**src/rtl/mem_lsu.sv**
```systemverilog
// mem_lsu: memory-stage load/store unit driving a single-outstanding req/ack data bus.
// Define MEM_LSU_TIMEOUT_EN to add a bus-wait timeout that reports a bus error on align_err.
module mem_lsu #(
    parameter int DATA_W     = 32,
    parameter int ADDR_W     = 32,
    parameter int REG_ADDR_W = 5,
    parameter int OP_W       = 8,
    parameter int TIMEOUT    = 255
) (
    input  logic                  clk,
    input  logic                  rst,
    input  logic [OP_W-1:0]       ex_aluop,
    input  logic [ADDR_W-1:0]     ex_mem_addr,
    input  logic [DATA_W-1:0]     ex_reg2,
    input  logic [REG_ADDR_W-1:0] ex_wd,
    input  logic                  ex_wreg,
    input  logic [DATA_W-1:0]     ex_wdata,
    input  logic                  flush,
    output logic                  bus_req,
    output logic                  bus_we,
    output logic [ADDR_W-1:0]     bus_addr,
    output logic [3:0]            bus_sel,
    output logic [DATA_W-1:0]     bus_wdata,
    input  logic [DATA_W-1:0]     bus_rdata,
    input  logic                  bus_ack,
    output logic [REG_ADDR_W-1:0] mem_wd,
    output logic                  mem_wreg,
    output logic [DATA_W-1:0]     mem_wdata,
    output logic                  stall_req,
    output logic                  align_err
);

    localparam logic [OP_W-1:0] OP_LB  = OP_W'(8'hE0);
    localparam logic [OP_W-1:0] OP_LH  = OP_W'(8'hE1);
    localparam logic [OP_W-1:0] OP_LW  = OP_W'(8'hE3);
    localparam logic [OP_W-1:0] OP_LBU = OP_W'(8'hE4);
    localparam logic [OP_W-1:0] OP_LHU = OP_W'(8'hE5);
    localparam logic [OP_W-1:0] OP_SB  = OP_W'(8'hE8);
    localparam logic [OP_W-1:0] OP_SH  = OP_W'(8'hE9);
    localparam logic [OP_W-1:0] OP_SW  = OP_W'(8'hEB);

    localparam logic [1:0] SZ_BYTE = 2'd0;
    localparam logic [1:0] SZ_HALF = 2'd1;
    localparam logic [1:0] SZ_WORD = 2'd2;

    typedef enum logic [1:0] {IDLE, BUSY, DONE} state_t;

    state_t              state_reg;
    logic                bus_req_reg;
    logic                bus_we_reg;
    logic [ADDR_W-1:0]   bus_addr_reg;
    logic [3:0]          bus_sel_reg;
    logic [DATA_W-1:0]   bus_wdata_reg;
    logic                load_reg;
    logic                signed_reg;
    logic [1:0]          size_reg;
    logic [1:0]          lane_reg;
    logic                flushed_reg;
    logic [DATA_W-1:0]   result_reg;
    logic                bus_fault;

    logic                is_mem;
    logic                is_load;
    logic                is_signed;
    logic [1:0]          size;
    logic                misaligned;
    logic                start;
    logic [3:0]          sel_next;
    logic [DATA_W-1:0]   wdata_next;
    logic [7:0]          byte_lane;
    logic [15:0]         half_lane;
    logic [DATA_W-1:0]   load_val;

`ifdef MEM_LSU_TIMEOUT_EN
    localparam logic [7:0] WAIT_LAST = 8'(TIMEOUT - 1);
    logic [7:0]          wait_cnt_reg;
    logic                bus_err_reg;
    assign bus_fault = bus_err_reg;
`else
    assign bus_fault = 1'b0;
`endif

    always_comb begin
        is_mem    = 1'b1;
        is_load   = 1'b1;
        is_signed = 1'b0;
        size      = SZ_WORD;
        case (ex_aluop)
            OP_LB:   begin size = SZ_BYTE; is_signed = 1'b1; end
            OP_LH:   begin size = SZ_HALF; is_signed = 1'b1; end
            OP_LW:   size = SZ_WORD;
            OP_LBU:  size = SZ_BYTE;
            OP_LHU:  size = SZ_HALF;
            OP_SB:   begin size = SZ_BYTE; is_load = 1'b0; end
            OP_SH:   begin size = SZ_HALF; is_load = 1'b0; end
            OP_SW:   is_load = 1'b0;
            default: begin is_mem = 1'b0; is_load = 1'b0; end
        endcase
    end

    assign misaligned = is_mem &&
                        (((size == SZ_HALF) && ex_mem_addr[0]) ||
                         ((size == SZ_WORD) && (ex_mem_addr[1:0] != 2'b00)));
    assign start = (state_reg == IDLE) && is_mem && !misaligned && !flush;

    // Lane 0 is the most significant byte of the bus word.
    always_comb begin
        case (size)
            SZ_BYTE: sel_next = 4'b1000 >> ex_mem_addr[1:0];
            SZ_HALF: sel_next = ex_mem_addr[1] ? 4'b0011 : 4'b1100;
            default: sel_next = 4'b1111;
        endcase
    end

    // Store data: bytes copied to every lane, halfwords to both halves.
    genvar gi;
    generate
        for (gi = 0; gi < 4; gi++) begin : g_store_lane
            localparam int HB = (gi % 2) * 8;
            assign wdata_next[gi*8 +: 8] = (size == SZ_BYTE) ? ex_reg2[7:0] :
                                           (size == SZ_HALF) ? ex_reg2[HB +: 8] :
                                                               ex_reg2[gi*8 +: 8];
        end
    endgenerate

    always_comb begin
        case (lane_reg)
            2'd0:    byte_lane = bus_rdata[31:24];
            2'd1:    byte_lane = bus_rdata[23:16];
            2'd2:    byte_lane = bus_rdata[15:8];
            default: byte_lane = bus_rdata[7:0];
        endcase
        half_lane = lane_reg[1] ? bus_rdata[15:0] : bus_rdata[31:16];
        case (size_reg)
            SZ_BYTE: load_val = {{(DATA_W-8){signed_reg & byte_lane[7]}}, byte_lane};
            SZ_HALF: load_val = {{(DATA_W-16){signed_reg & half_lane[15]}}, half_lane};
            default: load_val = bus_rdata;
        endcase
    end

    always_ff @(posedge clk) begin
        if (rst) begin
            state_reg     <= IDLE;
            bus_req_reg   <= 1'b0;
            bus_we_reg    <= 1'b0;
            bus_addr_reg  <= '0;
            bus_sel_reg   <= 4'b0000;
            bus_wdata_reg <= '0;
            load_reg      <= 1'b0;
            signed_reg    <= 1'b0;
            size_reg      <= SZ_WORD;
            lane_reg      <= 2'b00;
            flushed_reg   <= 1'b0;
            result_reg    <= '0;
`ifdef MEM_LSU_TIMEOUT_EN
            wait_cnt_reg  <= 8'd0;
            bus_err_reg   <= 1'b0;
`endif
        end else begin
`ifdef MEM_LSU_TIMEOUT_EN
            bus_err_reg <= 1'b0;
`endif
            case (state_reg)
                IDLE: begin
                    if (start) begin
                        bus_req_reg   <= 1'b1;
                        bus_we_reg    <= !is_load;
                        bus_addr_reg  <= {ex_mem_addr[ADDR_W-1:2], 2'b00};
                        bus_sel_reg   <= sel_next;
                        bus_wdata_reg <= wdata_next;
                        load_reg      <= is_load;
                        signed_reg    <= is_signed;
                        size_reg      <= size;
                        lane_reg      <= ex_mem_addr[1:0];
                        flushed_reg   <= 1'b0;
`ifdef MEM_LSU_TIMEOUT_EN
                        wait_cnt_reg  <= 8'd0;
`endif
                        state_reg     <= BUSY;
                    end
                end
                BUSY: begin
                    if (flush) begin
                        flushed_reg <= 1'b1;
                    end
                    // A flushed access still has to finish on the bus; its data is dropped.
                    if (bus_ack) begin
                        bus_req_reg <= 1'b0;
                        result_reg  <= load_reg ? load_val : '0;
                        state_reg   <= (flushed_reg || flush) ? IDLE : DONE;
                    end
`ifdef MEM_LSU_TIMEOUT_EN
                    else if (wait_cnt_reg == WAIT_LAST) begin
                        bus_req_reg <= 1'b0;
                        result_reg  <= '0;
                        bus_err_reg <= 1'b1;
                        state_reg   <= (flushed_reg || flush) ? IDLE : DONE;
                    end else begin
                        wait_cnt_reg <= wait_cnt_reg + 8'd1;
                    end
`endif
                end
                DONE: begin
                    state_reg <= IDLE;
                end
                default: begin
                    state_reg <= IDLE;
                end
            endcase
        end
    end

    assign bus_req   = bus_req_reg;
    assign bus_we    = bus_we_reg;
    assign bus_addr  = bus_addr_reg;
    assign bus_sel   = bus_sel_reg;
    assign bus_wdata = bus_wdata_reg;

    always_comb begin
        mem_wd    = '0;
        mem_wreg  = 1'b0;
        mem_wdata = '0;
        stall_req = 1'b0;
        align_err = 1'b0;
        if (!rst) begin
            mem_wd = ex_wd;
            case (state_reg)
                IDLE: begin
                    mem_wdata = ex_wdata;
                    if (is_mem) begin
                        align_err = misaligned;
                        stall_req = !misaligned && !flush;
                    end else begin
                        mem_wreg = ex_wreg && !flush;
                    end
                end
                BUSY: begin
                    mem_wdata = result_reg;
                    stall_req = 1'b1;
                end
                DONE: begin
                    mem_wdata = result_reg;
                    mem_wreg  = ex_wreg && load_reg && !flush && !bus_fault;
                end
                default: begin
                    mem_wdata = '0;
                end
            endcase
            align_err = align_err || bus_fault;
        end
    end

endmodule

```
**config.mk**
```make
export PLATFORM = sky130hd
export DESIGN_NAME = mem_lsu
export DESIGN_NICKNAME = d
export VERILOG_FILES = /design/src/rtl/mem_lsu.sv
export SDC_FILE = /design/constraint.sdc
export NUM_CORES = 1
export LEC_CHECK = 0
export BUFFER_PORTS_ARGS = -buffer_cell sky130_fd_sc_hd__buf_2
export CORE_UTILIZATION = 30
export DETAILED_ROUTE_END_ITERATION = 10
export GPL_ROUTABILITY_DRIVEN = 0
export HOLD_SLACK_MARGIN = 0.1
export PLACE_DENSITY_LB_ADDON = 0.15
export SYNTH_ARGS = -nofsm -noshare
export SYNTH_HDL_FRONTEND = slang
export SYNTH_SLANG_ARGS = --single-unit
```
**constraint.sdc**
```tcl
create_clock -name clk -period 1.65 [get_ports clk]
set_input_delay 0.0825 -clock clk [delete_from_list [all_inputs] [get_ports clk]]
set_output_delay 0.0825 -clock clk [all_outputs]
set_load 0.03 [all_outputs]
```
# After elaboration in Yosys (flattened, before gate mapping)
# Index checks and enable logic that the tools add are counted.
# totals
regBits	109
in_bits	146
output_inout_bits	110
elab_cells	102
# op_classes
eq_ne	18
n_shift	1
n_mux	37
n_bitwise	2
n_reduce_logical	32
# ops
cell	n
$pmux 32 s2	2
$eq 8x8->1 const B	8
$mux 32	2
$mux 8	5
$pmux 8 s3	1
$mux 16	1
$mux 1	14
$logic_and 1x1->1	10
$eq 2x1->1 const B	4
$logic_not 2->1	4
$pmux 1 s2	4
$pmux 2 s2	2
$pmux 4 s2	1
$reduce_or 8->1	1
$eq 2x2->1 const B	3
$mux 2	3
$ne 2x2->1 const B	3
$reduce_and 2->1	3
$reduce_and 3->1	2
$reduce_or 3->1	2
$mux 5	1
$reduce_or 5->1	1
$mux 4	1
$reduce_bool 2->1	2
other kinds (5)	10

# Longest topological paths before layout
# Gate-level depths: netlist of the first run.
# logic_depth
word_depth	12
depth_mapped	9
depth_no_buf	6

# Least setup slack after synthesis of the first run
# No wires, ideal clock.
# synth_timing
path_type	reg-to-output
from	register state_reg[0]
to	output mem_wreg
arrival_time_ns	1.978
required_ns	1.567
path_slack_ns	-0.410
path_stages_with_launch	6
n_path_buf	1
path_cell_list	dfxtp_1 > inv_1 > ha_1 > clkbuf_1 > a22oi_1 > nor4b_1
# synth_via
elab_chain_len	3
elab_cells_between_ends	4
cone_classes	eq/ne (1); mux (2); reduce/logical (1)
# synth_rtl
element	line_no	rtl
start, declared	48	state_t state_reg;
start signal, assigned	190	state_reg <= (flushed_reg || flush) ? IDLE : DONE;
$eq 2x2->1 / $logic_not 2->1 (equally long branches)	227	case (state_reg)
$pmux 1 s2 (*)	227	
$mux 1 (*)	225	if (!rst) begin
end, declared	27	output logic mem_wreg,
# Mark *: on every way between the ends. The rest lies on a longest branch, timed or not.

# Final worst setup path of the first run
# layout_timing
from	register state_reg[1]
to	output mem_wdata[17]
# layout_via
elab_chain_len	4
elab_cells_between_ends	6
cone_classes	eq/ne (2); mux (2); reduce/logical (2)
# layout_rtl
element	line_no	rtl
$eq 2x2->1 / $eq 2x1->1 (equally long branches)	227	
$reduce_or 2->1 (no line)	n/a	
$pmux 32 s2 (*)	227	
$mux 32 (*)	225	
end, declared	28	output logic [DATA_W-1:0] mem_wdata,
# Marked as above.

==> impl_metrics.env, run 1 <==
export IMPL_most_common_layout_cells="buf_2 (217), dfxtp_1 (107), dlygate4sd3_1 (84)"
export IMPL_final_common_cell="buf_2"
export IMPL_vias_per_cell=4.99
export IMPL_power_density_nw_per_um2=561
export IMPL_coreArea_um2=17400
export IMPL_antenna_found_initial=0
export IMPL_fin_crit_sh_pct=110
export IMPL_yosysSeqAreaShare_pct=40.7
export IMPL_grt_pass1_wl_um=32700
export IMPL_final_cells=1306
export IMPL_post_synth_cell_area_avg_um2=7.75
export IMPL_syn_inst=692
export IMPL_startpoint_type="flip-flop"
export IMPL_drive_gt1_share_pct=55.8
export IMPL_drtIter0Drc=287
export IMPL_regToRegEndpoint="bus_wdata[31]$_SDFFE_PP0P_"
export IMPL_arrival_ns=1.74
export IMPL_hold_class="primary input to flip-flop"
export IMPL_worstMarginPinSlew_ns=0.580
export IMPL_cap_violations=0
export IMPL_fin_nets=1226
export IMPL_failed_checks="setup timing"
export IMPL_dieWidth_um=136
export IMPL_maxSlewViolCount=0
export IMPL_timing_hold_ws_ns=0.114
export IMPL_first_global_vias=6297
export IMPL_die_area_um2=18400
export IMPL_drc=0
export IMPL_post_drt_wl_per_cell_um=17.5
export IMPL_cts_htree_levels=3
export IMPL_hpwl_um=13300
export IMPL_clock_latency_ns=0.35
export IMPL_grt_overflow_total=0
export IMPL_maxSlewHeadroom_pct=61.4
export IMPL_io_pins=256
export IMPL_row_count=48
export IMPL_dpl_worst_slack_ns=-0.0660
export IMPL_routed_wl_um=22900
export IMPL_grt_max_degree=93
export IMPL_ff2ff_path_depth=10
export IMPL_ys_seq_elements=109
export IMPL_syn_area_um2=5370
export IMPL_crit_fanout=7
export IMPL_fmaxAchievable_mhz=549
export IMPL_cts_root_buffer="clkbuf_16"
export IMPL_leakage_nw=4.58
export IMPL_place_area_um2=7270
export IMPL_status="finished, violations left"
export IMPL_period_needed_ns=1.82
export IMPL_num_vias=6519
export IMPL_track_usage_pct=22.8
export IMPL_cts_tree="built"
export IMPL_reg2reg_from="state_reg[1]$_SDFFE_PP0P_"
export IMPL_ys_types=47
export IMPL_fin_skew_ns=0.00545
export IMPL_required_ns=1.57
export IMPL_clock_sinks=109
export IMPL_ant_nets=0
export IMPL_cp_startpoint="state_reg[1]$_SDFFE_PP0P_"
export IMPL_worstSetupPathType="flip-flop to output pin"
export IMPL_portBuffers=253
export IMPL_drt_pass1_iterations=4
export IMPL_reg2reg_setup_slack_ns=-0.14
export IMPL_initial_core_util_pct=30.9
export IMPL_cts_buffer_depth=2
export IMPL_dp_cells=1164
export IMPL_die_y_um=136
export IMPL_crit_end="mem_wdata[17]"
export IMPL_syn2layout_area_growth_pct=99.0
export IMPL_hold_violations=0
export IMPL_setup_viol=109
export IMPL_numCtsBuffers=9
export IMPL_diodes=0
export IMPL_ir_drop_v=0.000429
export IMPL_rsz0062_at_grt="true"
export IMPL_finalWorstSetupSlack_ns=-0.172
export IMPL_finalInstanceArea_um2=10700
export IMPL_cp_end_kind="output pin"
export IMPL_clkSlewWorstSetupHoldPaths_ns=0.08
export IMPL_yosys_warnings=0
[critical path, cell delays in order, from the launching register on]
cell	delay, ns
dfxtp_2	0.35
inv_2	0.06
ha_4	0.18
buf_12	0.13
buf_12	0.13
clkbuf_16	0.17
a22oi_2	0.19
nor2_4	0.06
buf_6	0.13
[stage by stage]
step / setup TNS [ns] / utilization [%] / power (W)
finish: -8.64 / 61.5 / 0.00600
detailed placement: -2.78 / 41.9 / 0.00349
floorplan: -0.0108 / - / 0.00312
global route: -18.70 / 61.5 / 0.00624
CTS: -12.48 / 53.8 / 0.00596
global placement: -1.82 / 41.9 / 0.00349
[worst min path at each step]
stage	from	cells after the start	endpoint	slack, ns
global route	bus_rdata[26]	3	result_reg[26]$_SDFFE_PP0P_	0.13
finish	bus_rdata[23]	3	result_reg[23]$_SDFFE_PP0P_	0.11
floorplan	ex_mem_addr[0]	2	lane_reg[0]$_SDFFE_PP0P_	0.22
global placement	ex_mem_addr[11]	3	bus_addr[11]$_SDFFE_PP0P_	0.33
detailed placement	ex_mem_addr[11]	3	bus_addr[11]$_SDFFE_PP0P_	0.33
CTS	bus_rdata[29]	3	result_reg[29]$_SDFFE_PP0P_	0.10
[layout make-up]
cell class	count	area (µm²)
repair buffers	432	3750
inverters	4	15.0
fillers	1478	6680
clock buffers	9	225
flip-flops and latches	109	2180
well taps	225	282
clock inverters	7	60.1
multi-input cells	520	4160
[synthesized netlist by cell type (all sizes together)]
| cell | n | area [µm²] |
|---|---|---|
| nor4 | 1 | 6.26 |
| o21a | 1 | 7.51 |
| o21ba | 1 | 10.0 |
| mux4 | 1 | 22.5 |
| a211oi | 8 | 60.1 |
| or3b | 1 | 8.76 |
| or4b | 1 | 10.0 |
| o21ai | 29 | 145 |
| a21boi | 1 | 7.51 |
| nor3b | 1 | 7.51 |
| a31oi | 2 | 12.5 |
| and4b | 2 | 20.0 |
| and2 | 2 | 12.5 |
| o21bai | 1 | 7.51 |
| mux2i | 32 | 320 |
| dfxtp | 109 | 2180 |
| a31o | 1 | 8.76 |
| o221ai | 8 | 70.1 |
| o211ai | 4 | 30.0 |
| nand2 | 154 | 578 |
| nand3b | 2 | 15.0 |
| nor2 | 69 | 259 |
| clkbuf | 33 | 124 |
| and3 | 5 | 31.3 |
| a311oi | 10 | 87.6 |
| nor2b | 7 | 43.8 |
| nand2b | 4 | 25.0 |
| clkinv | 1 | 3.75 |
| ha | 4 | 50.1 |
| a22oi | 49 | 368 |
| conb | 1 | 3.75 |
| nand4b | 1 | 8.76 |
| nor4b | 1 | 8.76 |
| a21oi | 84 | 420 |
| or2 | 3 | 18.8 |
| inv | 3 | 11.3 |
| nand3 | 4 | 20.0 |
| mux2 | 8 | 90.1 |
| nor3 | 11 | 65.1 |
| a211o | 1 | 8.76 |
| or3 | 4 | 30.0 |
| buf | 27 | 146 |
[routing by layer]
metal,vias up,track usage (%),share of wire [%]
li1,3201,-,-
met3,20,5.87,6.1
met2,215,40.8,52
met4,0,6.24,1.3
met1,3083,26.7,41
met5,-,0,0
[cell families (layout without fill, tap and decap cells)]
family                   Yosys count  count (layout)  share of synthesized area [%]
adder cells (fa/ha/maj)            4               4                          0.933
multiplexers                      41              41                           8.07
AO/OA/AOI/OAI                    200             200                           23.2
other                              1               2                         0.0699
AND/OR/NAND/NOR                  273             273                           21.8
buffers and inverters             64             452                           5.32
flip-flops                       109             109                           40.7
[where the power goes]
part	leakage, nW	internal, W	total, W	switching (W)
logic	3.57	0.000596	0.00122	0.000628
clock network	0.135	0.00105	0.00211	0.00106
registers	0.879	0.00264	0.00266	0.0000139
[timing repair]
action,in CTS,in global routing
hold buffers,84,0
setup buffers,7,15
pin swaps,29,146
gates cloned,9,11
setup endpoints to repair,101,142
hold endpoints to repair,89,0
resized for setup,171,235
Power figures use the tool's default switching activity.
==> run 2, diff against run 1 <==
- CORE_ASPECT_RATIO: default -> 0.7
- GPL_TIMING_DRIVEN: default -> 0
- TNS_END_PERCENT: default -> 30
==> run 2 against run 1 <==
Net effect: the flow still finishes with violations (setup timing); via count down 3.6%; first-iteration DRC count up 60%; register-to-register slack better by 0.14 ns; fmax up 4.3%; worst hold slack about the same; sequential power about the same; sequential share of layout area up 4.4 points; die area about the same; global-route usage about the same; final cell count down 1.8%; largest cell class unchanged; largest power group unchanged; highest routed layer unchanged.
==> impl_metrics.env, run 2 (synthesis gave the netlist of run 1 again) <==
export IMPL_coreArea_um2=17300
export IMPL_vias_per_cell=4.90
export IMPL_hold_violations=0
export IMPL_crit_fanout=10
export IMPL_cts_htree_levels=3
export IMPL_leakage_nw=3.81
export IMPL_fin_skew_ns=0.00734
export IMPL_drive_gt1_share_pct=39.1
export IMPL_maxSlewViolCount=0
export IMPL_crit_family="simple AND/OR/NAND/NOR gates"
export IMPL_clock_sinks=109
export IMPL_intPower_w=0.00432
export IMPL_first_global_vias=5840
export IMPL_clock_latency_ns=0.35
export IMPL_numCtsBuffers=9
export IMPL_ff2ff_path_depth=6
export IMPL_hold_class="primary input to flip-flop"
export IMPL_fin_crit_sh_pct=106
export IMPL_worstSetupPathType="flip-flop to output pin"
export IMPL_regToRegEndpoint="result_reg[22]$_SDFFE_PP0P_"
export IMPL_grt_pass1_wl_um=32500
export IMPL_io_pins=256
export IMPL_fillers=1695
export IMPL_setup_tns_ns=-2.53
export IMPL_startpoint_type="flip-flop"
export IMPL_failed_checks="setup timing"
export IMPL_dieWidth_um=162
export IMPL_path_cells="ha_1 -> or2_4 -> buf_8 -> nor2_1 -> buf_4"
export IMPL_min_from="bus_rdata[18]"
export IMPL_period_needed_ns=1.75
export IMPL_switching_share_pct=27.3
export IMPL_num_vias=6282
export IMPL_cts_buffer_depth=2
export IMPL_diodes=0
export IMPL_cp_end_kind="output pin"
export IMPL_setup_viol=36
export IMPL_initial_core_util_pct=31.0
export IMPL_die_area_um2=18400
export IMPL_hold_depth=3
export IMPL_pwr_share_comb_pct=17.1
export IMPL_most_common_layout_cells="buf_2 (225), nand2_1 (151), dfxtp_1 (106)"
export IMPL_seqPwrFrac_pct=44.6
export IMPL_ir_drop_v=0.000470
export IMPL_min_to="result_reg[18]$_SDFFE_PP0P_"
export IMPL_timing_hold_ws_ns=0.113
export IMPL_p_total_w=0.00595
export IMPL_maxSlewHeadroom_pct=55.5
export IMPL_worstMarginPinSlew_ns=0.667
export IMPL_syn2layout_area_growth_pct=64.0
export IMPL_drtIter0Drc=460
export IMPL_dpl_worst_slack_ns=-0.854
export IMPL_arrival_ns=1.66
export IMPL_grt_max_degree=20
export IMPL_reg2reg_from="size_reg[1]$_SDFFE_PP1P_"
export IMPL_switching_power_w=0.00162
export IMPL_status="finished, violations left"
export IMPL_cts_root_buffer="clkbuf_16"
export IMPL_drt_pass1_iterations=7
export IMPL_cap_violations=0
export IMPL_reg2reg_setup_slack_ns=0
export IMPL_post_drt_wl_per_cell_um=17.0
export IMPL_antenna_found_initial=0
export IMPL_routed_wl_um=21800
export IMPL_pwr_share_clk_pct=38.3
export IMPL_row_count=40
export IMPL_worst_path_largest_cell_delay_ns=0.36
export IMPL_required_ns=1.57
export IMPL_grt_overflow_total=0
export IMPL_track_usage_pct=22.8
export IMPL_drc=0
export IMPL_portBuffers=252
export IMPL_final_common_cell="buf_2"
export IMPL_fin_nets=1196
export IMPL_hpwl_um=15600
export IMPL_cp_num_buf_inv=2
export IMPL_finalWorstSetupSlack_ns=-0.0965
export IMPL_rsz0062_at_grt="true"
export IMPL_ant_nets=0
export IMPL_cp_slowest_cell="dfxtp_4"
export IMPL_clkSlewWorstSetupHoldPaths_ns=0.07
export IMPL_cts_tree="built"
export IMPL_fmaxAchievable_mhz=573
export IMPL_power_density_nw_per_um2=676
export IMPL_die_y_um=114
==> run 2: metrics by stage <==
step | instance area, µm² | util, % | instances
6_report | 8800 | 50.8 | 1282
5_1_grt | 8800 | 50.8 | 1282
4_1_cts | 8480 | 49.0 | 1280
3_5_place_dp | 6950 | 40.2 | 1176
3_3_place_gp | 6950 | 40.2 | 1176
2_1_floorplan | 5400 | - | 693
==> run 2: power by group through the flow <==
stage | registers, W | logic, W | clock network [W]
3_5_place_dp | 0.00272 | 0.000755 | 0
3_3_place_gp | 0.00272 | 0.000754 | 0
5_1_grt | 0.00265 | 0.00109 | 0.00245
2_1_floorplan | 0.00275 | 0.000363 | 0
4_1_cts | 0.00265 | 0.000953 | 0.00233
6_report | 0.00265 | 0.00102 | 0.00228
==> run 2: how the worst max path moves through the flow <==
stage	startpoint	endpoint	slack, ns	depth (start not counted)
2_1_floorplan	state_reg[0]$_SDFFE_PP0P_	mem_wdata[1]	-0.09	6
3_3_place_gp	state_reg[1]$_SDFFE_PP0P_	result_reg[26]$_SDFFE_PP0P_	-0.87	8
3_5_place_dp	state_reg[1]$_SDFFE_PP0P_	result_reg[22]$_SDFFE_PP0P_	-0.85	8
4_1_cts	state_reg[1]$_SDFFE_PP0P_	stall_req	-0.13	9
5_1_grt	state_reg[0]$_SDFFE_PP0P_	stall_req	-0.17	9
6_report	state_reg[0]$_SDFFE_PP0P_	mem_wdata[24]	-0.1	5
==> run 2: area by class of cell <==
| cell class | instances | area, µm² | share of cell area, % |
|---|---|---|---|
| Clock inverter | 7 | 80.1 | 0.910 |
| Sequential cell | 109 | 2190 | 24.9 |
| Buffer | 58 | 468 | 5.32 |
| Multi-Input combinational cell | 520 | 3230 | 36.7 |
| Tap cell | 231 | 289 | 3.28 |
| Inverter | 4 | 17.5 | 0.199 |
| Clock buffer | 9 | 225 | 2.56 |
| Timing Repair Buffer | 344 | 2310 | 26.2 |
==> run 2: tightest hold or removal path, delay by kind of cell <==
family	cells	cell delay, ns
buffers and inverters	1	0.12
AOI/OAI and AO/OA	2	0.21
==> run 2: metal layers <==
layer | GRT usage [%] | wire length [µm] | share of wire [%] | vias up
met5 | 0 | 0 | 0 | -
met1 | 33.4 | 10800 | 49 | 2897
met2 | 34.4 | 9430 | 43 | 237
met3 | 4.65 | 1420 | 6.5 | 12
li1 | - | - | - | 3136
met4 | 4.65 | 163 | 0.75 | 0
==> run 2: what timing repair did <==
| action | 4_1_cts | 5_1_grt |
|---|---|---|
| setup endpoints to repair | 136 | 138 |
| gates resized for setup | 113 | 102 |
| gates cloned | 1 | 0 |
| hold buffers | 80 | 1 |
| pin swaps | 4 | 6 |
| hold endpoints to repair | 85 | 1 |
| setup buffers | 9 | 1 |
